<file path="src/rtl/pipe_ctrl_pkg.sv">
// Shared types and defaults for the pipeline hazard/stall controller.
package pipe_ctrl_pkg;

    localparam int REG_ADDR_W      = 5;
    localparam int MDU_LAT_DEFAULT = 4;

    typedef enum logic {
        RUN      = 1'b0,
        MDU_BUSY = 1'b1
    } ctrl_state_t;

endpackage

</file>
<file path="src/rtl/load_use_detect.sv">
// Combinational load-use comparator: flags an ID operand that depends on a load still in EXE.
module load_use_detect
    import pipe_ctrl_pkg::*;
#(
    parameter int REG_W = REG_ADDR_W
) (
    input  logic             exe_mem_read,
    input  logic [REG_W-1:0] exe_dest,
    input  logic [REG_W-1:0] id_rs,
    input  logic [REG_W-1:0] id_rt,
    input  logic             id_use_rs,
    input  logic             id_use_rt,
    output logic             lu
);

    logic rs_hit;
    logic rt_hit;

    assign rs_hit = id_use_rs && (id_rs == exe_dest);
    assign rt_hit = id_use_rt && (id_rt == exe_dest);

    // Register 0 is hardwired to zero, so a load targeting it creates no dependency.
    assign lu = exe_mem_read && (exe_dest != '0) && (rs_hit || rt_hit);

endmodule

</file>
<file path="src/rtl/pipe_hazard_ctrl.sv">
// Hazard/stall controller driving PC, IF/ID and ID/EXE enables, flushes and bubbles.
// Optional performance counters are built when HAZARD_PERF_CNT_EN is defined.
module pipe_hazard_ctrl
    import pipe_ctrl_pkg::*;
#(
    parameter int MDU_LAT = MDU_LAT_DEFAULT,
    parameter int REG_W   = REG_ADDR_W
) (
    input  logic             clk,
    input  logic             rst,
    input  logic [REG_W-1:0] id_rs,
    input  logic [REG_W-1:0] id_rt,
    input  logic             id_use_rs,
    input  logic             id_use_rt,
    input  logic             exe_mem_read,
    input  logic [REG_W-1:0] exe_dest,
    input  logic             exe_mdu_op,
    input  logic             exe_redirect,
    output logic             pc_en,
    output logic             if2id_en,
    output logic             if2id_flush,
    output logic             id2exe_en,
    output logic             id2exe_bubble,
    output logic             mdu_done,
`ifdef HAZARD_PERF_CNT_EN
    output logic [31:0]      stall_cycles,
    output logic [31:0]      flush_count,
`endif
    output logic             stall
);

    localparam int                CNT_W    = (MDU_LAT > 2) ? $clog2(MDU_LAT) : 1;
    localparam logic [CNT_W-1:0]  CNT_LOAD = CNT_W'(MDU_LAT - 2);

    ctrl_state_t      state_reg;
    ctrl_state_t      state_next;
    logic [CNT_W-1:0] cnt_reg;
    logic [CNT_W-1:0] cnt_next;
    logic             lu;

    load_use_detect #(
        .REG_W(REG_W)
    ) u_load_use_detect (
        .exe_mem_read(exe_mem_read),
        .exe_dest    (exe_dest),
        .id_rs       (id_rs),
        .id_rt       (id_rt),
        .id_use_rs   (id_use_rs),
        .id_use_rt   (id_use_rt),
        .lu          (lu)
    );

    always_ff @(posedge clk or negedge rst) begin
        if (!rst) begin
            state_reg <= RUN;
            cnt_reg   <= '0;
        end else begin
            state_reg <= state_next;
            cnt_reg   <= cnt_next;
        end
    end

    always_comb begin
        pc_en         = 1'b1;
        if2id_en      = 1'b1;
        id2exe_en     = 1'b1;
        if2id_flush   = 1'b0;
        id2exe_bubble = 1'b0;
        mdu_done      = 1'b0;
        state_next    = state_reg;
        cnt_next      = cnt_reg;

        case (state_reg)
            RUN: begin
                if (exe_redirect) begin
                    // Wrong-path squash wins; a pending hazard belongs to a killed instruction.
                    if2id_flush   = 1'b1;
                    id2exe_bubble = 1'b1;
                end else if (exe_mdu_op) begin
                    pc_en      = 1'b0;
                    if2id_en   = 1'b0;
                    id2exe_en  = 1'b0;
                    cnt_next   = CNT_LOAD;
                    state_next = MDU_BUSY;
                end else if (lu) begin
                    pc_en         = 1'b0;
                    if2id_en      = 1'b0;
                    id2exe_bubble = 1'b1;
                end
            end
            MDU_BUSY: begin
                if (cnt_reg != '0) begin
                    pc_en     = 1'b0;
                    if2id_en  = 1'b0;
                    id2exe_en = 1'b0;
                    cnt_next  = cnt_reg - 1'b1;
                end else begin
                    mdu_done   = 1'b1;
                    state_next = RUN;
                end
            end
            default: begin
                state_next = RUN;
                cnt_next   = '0;
            end
        endcase

        // Outputs are Mealy, so hold them at their idle values while reset is asserted.
        if (!rst) begin
            pc_en         = 1'b1;
            if2id_en      = 1'b1;
            id2exe_en     = 1'b1;
            if2id_flush   = 1'b0;
            id2exe_bubble = 1'b0;
            mdu_done      = 1'b0;
        end
    end

    assign stall = ~pc_en;

`ifdef HAZARD_PERF_CNT_EN
    logic [31:0] stall_cycles_reg;
    logic [31:0] flush_count_reg;

    always_ff @(posedge clk or negedge rst) begin
        if (!rst) begin
            stall_cycles_reg <= '0;
            flush_count_reg  <= '0;
        end else begin
            if (!pc_en && (stall_cycles_reg != 32'hFFFF_FFFF)) begin
                stall_cycles_reg <= stall_cycles_reg + 32'd1;
            end
            if (if2id_flush && (flush_count_reg != 32'hFFFF_FFFF)) begin
                flush_count_reg <= flush_count_reg + 32'd1;
            end
        end
    end

    assign stall_cycles = stall_cycles_reg;
    assign flush_count  = flush_count_reg;
`endif

endmodule

</file>
<file path="config.mk">
export PLATFORM = sky130hd
export DESIGN_NAME = pipe_hazard_ctrl
export DESIGN_NICKNAME = d
export VERILOG_FILES = /design/src/rtl/pipe_ctrl_pkg.sv /design/src/rtl/load_use_detect.sv /design/src/rtl/pipe_hazard_ctrl.sv
export SDC_FILE = /design/constraint.sdc
export NUM_CORES = 1
export LEC_CHECK = 0
export BUFFER_PORTS_ARGS = -buffer_cell sky130_fd_sc_hd__buf_2
export CAP_MARGIN = 20
export CORE_AREA = 2 2 39 41
export CTS_CLUSTER_DIAMETER = 60
export DETAILED_ROUTE_END_ITERATION = 6
export DIE_AREA = 0 0 41 43
export PLACE_DENSITY_LB_ADDON = 0.15
export SLEW_MARGIN = 20
export SYNTH_ARGS = -nofsm -noshare
export SYNTH_HDL_FRONTEND = slang
export SYNTH_SLANG_ARGS = --single-unit
export TNS_END_PERCENT = 5
</file>
<file path="constraint.sdc">
create_clock -name clk -period 1.6 [get_ports clk]
set_input_delay 0.16 -clock clk [delete_from_list [all_inputs] [get_ports clk]]
set_output_delay 0.16 -clock clk [all_outputs]
set_load 0.01 [all_outputs]
</file>
==> run metrics, run 1 <==
status=completed; H-tree levels=1; largest net degree at the start of global routing=7; Placed Instances=81; crit path capture type=primary output; max FFs per register=2; critical path launch point type=flop; max cap viols=0; fin crit period=1.583 ns; Die W=between 40 and 50 um; clk_lat worst skew=0.23 ns; DP HPWL=a little under 800 um; most frequent cells in the layout=buf_2, xor2_1, buf_4; max-slew violation count=0; CTS Sinks=3; worst slew pin tran=0.2693 ns; FMAX=631.7 MHz; Critical Path RT=1.44 ns; most common cell after layout, fill and taps aside=buf_2; final core occ=0.4250; average size of a mapped cell=~9 um^2; die area=~1800 um^2; synth warn=0; Cell Pwr Density=1232 nW/um^2; Seq. cell area=76.32 um^2; GRT Total Usage=0.1145; Async SR Flop Fraction=1.000; crit path max fanout=3; R2R setup slack=0.21 ns; Final Non-Filler Cells=90; Clock power frac=0.178; Main synth FF type=dfrtp_1; Mapped Nets=61; FILL cells=between 150 and 200; Final period util=0.9893; Synth area leader=dfrtp_1; FP Rows=14; Worst R2R Path Depth=8; Hold WC Path Type=in -> async; Syn Std Cell Area=between 300 and 400 um^2; wire per inst=approximately 11 um; via count=approximately 420; Syn Inst Count=38; Synth area leaders=dfrtp_1, xor2_1, xnor2_1, o2111ai_2, ha_1; Psw=268.7 uW; VDD IR-drop max=0.7547 mV; Nets=98; top-area cell type share of the netlist area=0.2230; n_diodes=0; Floorplan Core Area=1384 um^2; number of flops mapped to enable cells by yosys=0; CTS tree=built; clk_skew=0.002092 ns; grt total ovfl=0; root buf cell=clkbuf_4; final hold vios=0; max_slew headroom=0.8188; GP Congestion=0.6458; proportion of layout cells with a drive suffix above 1=0.6081; Arrival @ worst endpoint=1.42 ns; unrepaired setup endpoints after global routing=true; initial antenna violation count=0; Routed Antenna Nets=0; Flop pwr share=0.221; Clock transition at path regs=~0.040 ns; Cell variety after synth=23; global-route wire length before repair=around 1400 um; Initial Utilization=0.2432; initial DRC count=2; I/O pins=29; Seq cells post-synth=3; Layout Area Growth over Synthesis=74.72%; cts bufs inserted=3; Worst R2R Start=cnt_reg[0]; switching share of power=0.3707; P_int=456.1 uW; reg2reg end=cnt_reg[1]; area of the multi-input gates=approximately 270 um^2; vias in the first global route=369; number of port buffers=28; clock buffer depth=2; total leakage power=around 0.29 nW; height of the die=43 um; register area share after synthesis=0.2230; drt first pass iters=2; Total Wirelength=992 um; drt drc=0; Final setup viols=0; vias per inst=4.611; Comb power frac=0.601; Crit Path Class=reg -> out
## final cells by class
class                      count  share of cell area
clock buffer                   4             0.04468
tap                           16             0.03404
inverter                       3             0.01915
multi-input combinational     31              0.4660
sequential                     3              0.1298
timing repair buffer          33              0.3064
## synthesized netlist by cell type, types with 2 or more instances
cell / instances
xnor2_1: 2
xor2_1: 8
nor4_1: 2
o21ai_0: 2
nor2_1: 2
dfrtp_1: 3
inv_1: 3
## critical path, stage by stage (launching register included)
cell and delay, ns:
dfrtp_1 0.36, inv_2 0.08, ha_4 0.16, mux2i_4 0.07, and2b_2 0.21, nand2_2 0.07, o21a_1 0.12, buf_2 0.12
## per-layer routing
layer	global-route usage	part of all wire	routed length, um	vias to the layer above
li1	-	-	-	208
met1	0.1254	0.41	403	195
met2	0.1969	0.53	528	12
met3	0.04712	0.059	59	0
met4	0.02000	0	0	0
met5	0	0	0	-
## power groups by stage
stage          Clock, mW  Combinational, mW  Sequential, mW
2_1_floorplan          0              0.194           0.138
3_3_place_gp           0              0.286           0.146
3_5_place_dp           0              0.287           0.146
4_1_cts            0.134              0.347           0.147
5_1_grt            0.138              0.487           0.169
6_report           0.129              0.435           0.160
## worst max path at each step
stage | endpoint | start | cells after the start | slack (ns)
after floorplan | pc_en | cnt_reg[0] | 7 | 0.08
after global placement | pc_en | cnt_reg[0] | 7 | 0.12
after detailed placement | pc_en | cnt_reg[0] | 7 | 0.08
after CTS | pc_en | cnt_reg[0] | 7 | -0.04
after global routing | pc_en | cnt_reg[0] | 7 | -0.07
final | pc_en | cnt_reg[0] | 7 | 0.02
## kinds of logic (layout without fill, tap and decap cells)
kind of cell    Yosys count  count (layout)  share of synthesized area
compound gates            8               8                     0.1896
xor+xnor                 10              10                     0.2602
simple gates             11              11                     0.2045
flops                     3               3                     0.2230
fa+ha+maj                 1               1                    0.03717
mux                       1               1                    0.02974
buf+inv                   4              40                    0.05577
## metrics by stage
stage	hold slack, ns	total power [mW]	instance area (um^2)	worst slack, ns	TNS [ns]
2_1_floorplan	-0.1356	0.3328	336.6	0.08347	0
3_3_place_gp	-0.004171	0.4319	489.2	0.1250	0
3_5_place_dp	-0.004638	0.4334	489.2	0.07984	0
4_1_cts	0.3740	0.6284	550.5	-0.04015	-0.08753
5_1_grt	0.4065	0.7941	588.1	-0.07141	-0.1882
6_report	0.3715	0.7247	588.1	0.01706	0
## what timing repair did
| item | CTS | global route |
|---|---|---|
| setup endpoints to repair | 4 | 4 |
| buffers inserted | 2 | 2 |
| pin swaps | 1 | 2 |
| hold buffers | 1 | 0 |
| resized for setup | 4 | 6 |
| hold endpoints to repair | 3 | 0 |
| gates cloned | 0 | 0 |
(Power assumes the default switching activity.)
==> run 2, diff against run 1 <==
--- a/config.mk
+++ b/config.mk
@@ -12,8 +12,10 @@
 export DETAILED_ROUTE_END_ITERATION = 6
 export DIE_AREA = 0 0 41 43
 export PLACE_DENSITY_LB_ADDON = 0.15
+export REMOVE_ABC_BUFFERS = 1
 export SLEW_MARGIN = 20
 export SYNTH_ARGS = -nofsm -noshare
 export SYNTH_HDL_FRONTEND = slang
+export SYNTH_HIERARCHICAL = 1
 export SYNTH_SLANG_ARGS = --single-unit
 export TNS_END_PERCENT = 5
==> run 2 against run 1 <==
Compared with the run above:
- critical path depth is 2 higher
- clock skew decreased by 0.0019 ns
- worst hold slack got worse by 0.11 ns
- first-iteration DRC count stayed put
- flip-flop and latch count unchanged
- fmax decreased by 2.3%
- cell area up 9.6%
- non-clock buffer count shrank 3
- global-route usage decreased by 0.38 points
- synthesized cell count rose by 18%
- critical path type is now in -> out
- the flow now finishes with violations (negative setup slack)
- total power decreased by 7.2%
- register-to-register slack gained 0.28 ns
==> run metrics, run 2 <==
Placed Instances=88 (was 81); top-area cell type share of the netlist area=0.1911 (was 0.2230); hold path depth=3; Synth area leaders=dfrtp_1, xor2_1, xnor2_1, ha_1, o21a_1 (was dfrtp_1, xor2_1, xnor2_1, o2111ai_2, ha_1); Hold WC Path Type=in -> reg (was in -> async); Initial Utilization=0.2839 (was 0.2432); Psw=263.7 uW (was 268.7 uW); root buf cell=clkbuf_4 (unchanged); height of the die=43 um (unchanged); final core occ=0.4656 (was 0.4250); delay of the slowest cell on the worst path=0.29 ns (was 0.36 ns); unrepaired setup endpoints after global routing=true (unchanged); max-slew violation count=0 (unchanged); Clock transition at path regs=0.04 ns (about the same); drt first pass iters=2 (unchanged); status=complete, but fails checks (was completed); # Post-CTS Setup Buffers=0 (was 2); Worst R2R Start=cnt_reg[0] (unchanged); max cap viols=0 (unchanged); Arrival @ worst endpoint=1.46 ns (was 1.42 ns); Syn Inst Count=45 (was 38); Comb power frac=0.553 (was 0.601); via count=420 (was 415); die area=1763 um^2 (unchanged); global-route wire length before repair=1324 um (was 1386 um); CTS Sinks=3 (unchanged); switching share of power=0.3923 (was 0.3707); capture point of the worst path=if2id_en (was pc_en); Final Non-Filler Cells=93 (was 90); Slowest-stage cell, CP=nor4_2 (was dfrtp_1); GP Congestion=0.6991 (was 0.6458); crit path capture type=primary output (unchanged); crit path max fanout=3 (unchanged); Syn Std Cell Area=392.9 um^2 (was 336.6 um^2); initial antenna violation count=0 (unchanged); Nets=102 (was 98); worst path cell trace=buf_4, xor2_2, nor4_2, nand3_1, a21oi_2, nor2_1, nor3_2, o21ai_1, buf_2 (was inv_2, ha_4, mux2i_4, and2b_2, nand2_2, o21a_1, buf_2); Async SR Flop Fraction=1.000 (unchanged); Total Wirelength=991 um (was 992 um); DP Area=541.8 um^2 (was 489.2 um^2); design area=644.4 um^2 (was 588.1 um^2); DP HPWL=743.6 um (was 791.8 um); commonest cells in the netlist=xor2_1, dfrtp_1, inv_1, nand2_1, xnor2_1 (was xor2_1, dfrtp_1, inv_1); Worst R2R Path Depth=4 (was 8); R2R setup slack=0.49 ns (was 0.21 ns); Crit Path Class=in -> out (was reg -> out); Cell Pwr Density=1043 nW/um^2 (was 1232 nW/um^2); setup TNS=-0.05482 ns (was 0 ns); final hold vios=0 (unchanged); Place WS=-0.08836 ns (was 0.07984 ns); fin crit period=1.620 ns (was 1.583 ns); clk_lat worst skew=0.23 ns (about the same); GRT Total Usage=0.1107 (was 0.1145); max_slew headroom=0.7996 (was 0.8188); Final period util=1.012 (was 0.9893); proportion of layout cells with a drive suffix above 1=0.5584 (was 0.6081); CP Launch Point=exe_dest[0] (was cnt_reg[0]); Flop pwr share=0.252 (was 0.221); number of port buffers=28 (unchanged); Main synth FF type=dfrtp_1 (unchanged); H-tree levels=1 (unchanged); FMAX=617.3 MHz (was 631.7 MHz); most common cell after layout, fill and taps aside=buf_2 (unchanged); clk_skew=0.0002293 ns (was 0.002092 ns); Critical Path RT=1.44 ns (about the same); Final setup viols=3 (was 0); most frequent cells in the layout=buf_2, xor2_1, buf_6 (was buf_2, xor2_1, buf_4); grt total ovfl=0 (unchanged); wire per inst=10.66 um (was 11.02 um); CTS tree=built (unchanged); setup slack after layout=-0.01998 ns (was 0.01706 ns); average size of a mapped cell=8.731 um^2 (was 8.857 um^2); Routed Antenna Nets=0 (unchanged); Die W=41 um (unchanged); largest net degree at the start of global routing=10 (was 7); most common cell in the synthesized netlist=xor2_1 (unchanged); Cell variety after synth=25 (was 23); worst slew pin tran=0.3006 ns (was 0.2693 ns); number of flops mapped to enable cells by yosys=0 (unchanged); vias per inst=4.516 (was 4.611); max FFs per register=2 (unchanged); Floorplan Core Area=1384 um^2 (unchanged); register area share after synthesis=0.1911 (was 0.2230); I/O pins=29 (unchanged); drt drc=0 (unchanged); cts bufs inserted=3 (unchanged); Seq cells post-synth=3 (unchanged); critical path launch point type=input port (was flop); vias in the first global route=353 (was 369); VDD IR-drop max=0.6854 mV (was 0.7547 mV); Synth area leader=dfrtp_1 (unchanged); FP Rows=14 (unchanged); Layout Area Growth over Synthesis=64.01% (was 74.72%); P_int=408.5 uW (was 456.1 uW); n_diodes=0 (unchanged); initial DRC count=2 (unchanged); clock buffer depth=2 (unchanged); total leakage power=0.3155 nW (was 0.2867 nW); synth warn=6 (was 0); Clock power frac=0.196 (was 0.178); failing checks=negative setup slack; reg2reg end=cnt_reg[1] (unchanged)
run 2: timing repair:
| action | in CTS | in global routing |
|---|---|---|
| endpoints found under the setup margin | 4 | 5 |
| gates cloned | 0 | 0 |
| endpoints found under the hold margin | 3 | 0 |
| gates resized for setup | 13 | 4 |
| hold buffers | 1 | 0 |
| pin swaps | 13 | 8 |
run 2: how the worst min path moves through the flow:
stage                             to        from  slack (ns)
after floorplan           cnt_reg[0]         rst       -0.14
after global placement    cnt_reg[0]         rst      -0.004
after detailed placement  cnt_reg[1]         rst      -0.006
after CTS                  state_reg  exe_mdu_op        0.25
after global routing       state_reg  exe_mdu_op        0.27
final                      state_reg  exe_mdu_op        0.26
run 2: cell type report:
cell class,count,area (um^2)
Tap cell,16,20.02
Timing Repair Buffer,30,195.2
Sequential cell,3,75.07
Multi-Input combinational cell,37,316.6
Fill cell,137,739.5
Inverter,3,11.26
Clock buffer,4,26.28
run 2: logic make-up (layout without fill, tap and decap cells):
logic type	Yosys count	after routing	synth area share
AOI/OAI and AO/OA	7	7	0.1019
xor gates and xnor gates	11	11	0.2452
adders and majority gates	2	2	0.06368
buffers and inverters	5	37	0.07644
DFF	3	3	0.1911
muxes	1	1	0.03502
and+or+nand+nor	16	16	0.2867
run 2: stage by stage:
| step | hold slack, ns | power [mW] |
|---|---|---|
| 2_1_floorplan | -0.1356 | 0.3944 |
| 5_1_grt | 0.2678 | 0.7364 |
| 3_5_place_dp | -0.005777 | 0.5169 |
| 4_1_cts | 0.2534 | 0.6754 |
| 3_3_place_gp | -0.004309 | 0.5104 |
| 6_report | 0.2633 | 0.6722 |
run 2: power by group through the flow:
stage               combinational (mW)  clock (mW)  sequential, mW
detailed placement               0.348           0           0.169
floorplan                        0.238           0           0.156
global placement                 0.344           0           0.167
finish                           0.372       0.132           0.169
global route                     0.417       0.146           0.173
CTS                              0.368       0.140           0.167
run 2: critical path, delay by kind of cell:
| family | cells | cell delay [ns] |
|---|---|---|
| AND/OR/NAND/NOR | 4 | 0.61 |
| XOR/XNOR | 1 | 0.14 |
| AO/OA/AOI/OAI | 2 | 0.27 |
| buffers and inverters | 2 | 0.27 |
run 2: per-layer routing:
metal | vias up | GRT usage | wire [um]
li1 | 213 | - | -
met1 | 191 | 0.1230 | 426
met2 | 14 | 0.1875 | 489
met3 | 2 | 0.01571 | 60
met4 | 0 | 0.06000 | 16
met5 | - | 0 | 0
==> run 3, diff against run 2 <==
--- a/config.mk
+++ b/config.mk
@@ -7,10 +7,12 @@
 export LEC_CHECK = 0
 export BUFFER_PORTS_ARGS = -buffer_cell sky130_fd_sc_hd__buf_2
 export CAP_MARGIN = 20
-export CORE_AREA = 2 2 39 41
+export CELL_PAD_IN_SITES_DETAIL_PLACEMENT = 1
+export CELL_PAD_IN_SITES_GLOBAL_PLACEMENT = 1
+export CORE_MARGIN = 2
+export CORE_UTILIZATION = 25
 export CTS_CLUSTER_DIAMETER = 60
 export DETAILED_ROUTE_END_ITERATION = 6
-export DIE_AREA = 0 0 41 43
 export PLACE_DENSITY_LB_ADDON = 0.15
 export REMOVE_ABC_BUFFERS = 1
 export SLEW_MARGIN = 20
==> run 3 against run 2 <==
Compared with the run above:
- the run still ends with negative setup slack left
- cell area shrank 0.78%
- first-iteration DRC count shrank 100%
- total power shrank 1.5%
- die area grew 8.0%
- critical path depth shrank 1
- flip-flop and latch count is the same
- clock power shrank 4%
- cell count grew 1.1%
- count of clock-buffer cells in the layout is the same
- global-route usage grew 0.89 points
- sequential power shrank 2%
- utilization shrank 3.6 points
==> run metrics, run 3 (synthesis results as in run 2) <==
status=complete, but fails checks (unchanged); failing checks=negative setup slack (unchanged); Critical Path RT=1.44 ns (about the same); Crit Path Class=in -> out (unchanged); initial antenna violation count=0 (unchanged); initial DRC count=0 (was 2); final hold vios=0 (unchanged); via count=426 (was 420); n_diodes=0 (unchanged); global-route wire length before repair=1738 um (was 1324 um); setup TNS=-0.2044 ns (was -0.05482 ns); Tot Pwr=662.1 uW (was 672.2 uW); clk_lat worst skew=0.23 ns (about the same); drt first pass iters=1 (was 2); Placed Instances=89 (was 88); Final Non-Filler Cells=94 (was 93); Nets=103 (was 102); max_slew headroom=0.8087 (was 0.7996); vias per inst=4.532 (was 4.516); DP Area=549.3 um^2 (was 541.8 um^2); H-tree levels=1 (unchanged); I/O pins=29 (unchanged); switching share of power=0.3858 (was 0.3923); worst slew pin tran=0.2869 ns (was 0.3006 ns); number of port buffers=28 (unchanged); root buf cell=clkbuf_4 (unchanged); max cap viols=0 (unchanged); Initial Utilization=0.2639 (was 0.2839); FMAX=599.3 MHz (was 617.3 MHz); P_int=406.7 uW (was 408.5 uW); max-slew violation count=0 (unchanged); max FFs per register=2 (unchanged); design area=639.4 um^2 (was 644.4 um^2); Flop pwr share=0.250 (was 0.252); DP HPWL=902.6 um (was 743.6 um); fin crit period=1.669 ns (was 1.620 ns); GP Congestion=0.7391 (was 0.6991); final core occ=0.4294 (was 0.4656); die area=1904 um^2 (was 1763 um^2); total leakage power=0.3167 nW (was 0.3155 nW); crit path capture type=primary output (unchanged); Layout Area Growth over Synthesis=62.74% (was 64.01%); Floorplan Core Area=1489 um^2 (was 1384 um^2); FILL cells=191 (was 137); grt total ovfl=0 (unchanged); CTS tree=built (unchanged); unrepaired setup endpoints after global routing=true (unchanged); clk_skew=0.001855 ns (was 0.0002293 ns); VDD IR-drop max=0.5669 mV (was 0.6854 mV); clock buffer depth=2 (unchanged); critical path launch point type=input port (unchanged); setup slack after layout=-0.06875 ns (was -0.01998 ns); vias in the first global route=451 (was 353); GRT Total Usage=0.1196 (was 0.1107); Psw=255.5 uW (was 263.7 uW); Final setup viols=3 (unchanged); CTS Sinks=3 (unchanged); Comb power frac=0.558 (was 0.553); most frequent cells in the layout=buf_2, xor2_1, buf_6 (unchanged); proportion of layout cells with a drive suffix above 1=0.5641 (was 0.5584); Clock transition at path regs=0.03 ns (was 0.04 ns); Arrival @ worst endpoint=1.51 ns (was 1.46 ns); wire per inst=11.34 um (was 10.66 um); Hold WC Path Type=in -> reg (unchanged); drt drc=0 (unchanged); most common cell after layout, fill and taps aside=buf_2 (unchanged); cts bufs inserted=3 (unchanged); # Post-CTS Setup Buffers=0 (unchanged); FP Rows=14 (unchanged); Routed Antenna Nets=0 (unchanged); Cell Pwr Density=1036 nW/um^2 (was 1043 nW/um^2); Die W=43.64 um (was 41 um); height of the die=43.64 um (was 43 um); largest net degree at the start of global routing=10 (unchanged); Final period util=1.043 (was 1.012); Total Wirelength=1066 um (was 991 um); crit path max fanout=3 (unchanged); Clock power frac=0.192 (was 0.196)
## run 3: cell count changes in the layout (fill, tap and decap cells not counted)
cell / before / now
buf_2: 22 / 24
buf_8: 1 / 0
## run 3: critical path, stage by stage
cell and delay (ns):
buf_2 0.12, or4_4 0.52, o21ai_2 0.14, a21oi_2 0.05
nor2_1 0.14, nor3_2 0.07, o21ai_1 0.15, buf_2 0.15
## run 3: power by group through the flow
stage / combinational [mW] / sequential [mW] / clock (mW)
6_report: 0.370 / 0.165 / 0.127
5_1_grt: 0.413 / 0.177 / 0.140
4_1_cts: 0.361 / 0.168 / 0.134
3_5_place_dp: 0.354 / 0.168 / 0
3_3_place_gp: 0.349 / 0.170 / 0
2_1_floorplan: 0.238 / 0.156 / 0
## run 3: what timing repair did
item	CTS	global route
endpoints found under the setup margin	4	5
gates cloned	0	0
endpoints found under the hold margin	3	0
hold buffers	1	0
pin swaps	0	13
gates resized for setup	3	13
## run 3: worst paths after layout
check	from	slack [ns]	cells past startpoint	endpoint
setup / recovery	exe_dest[0]	-0.07	8	if2id_en
hold / removal	exe_mdu_op	0.26	3	state_reg
setup reg to reg	cnt_reg[0]	0.51	4	cnt_reg[1]
hold reg to reg	cnt_reg[1]	0.49	1	cnt_reg[1]
max in group asynchronous	rst	1.16	2	cnt_reg[1]
min in group asynchronous	rst	0.29	2	cnt_reg[0]
## run 3: final cells by class
class	count	area, um^2	area share
tap	16	20.02	0.03131
timing repair buffer	31	190.2	0.2975
inverter	3	11.26	0.01761
sequential	3	75.07	0.1174
multi-input combinational	37	316.6	0.4951
clock buffer	4	26.28	0.04110
## run 3: stage by stage
| stage | hold slack [ns] | setup slack (ns) |
|---|---|---|
| after global routing | 0.2680 | -0.1593 |
| after CTS | 0.2581 | -0.06516 |
| after detailed placement | -0.003608 | -0.1139 |
| after floorplan | -0.1356 | -0.06188 |
| after global placement | -0.004189 | -0.09147 |
| final | 0.2641 | -0.06875 |
## run 3: layer usage
layer  track usage  vias to the layer above  routed length, um  share of wire
met5             0                        -                  0              0
met4       0.07273                        0                 34          0.032
met3       0.02917                        4                 66          0.062
met2        0.2029                       14                516           0.48
li1              -                      215                  -              -
met1        0.1330                      193                448           0.42
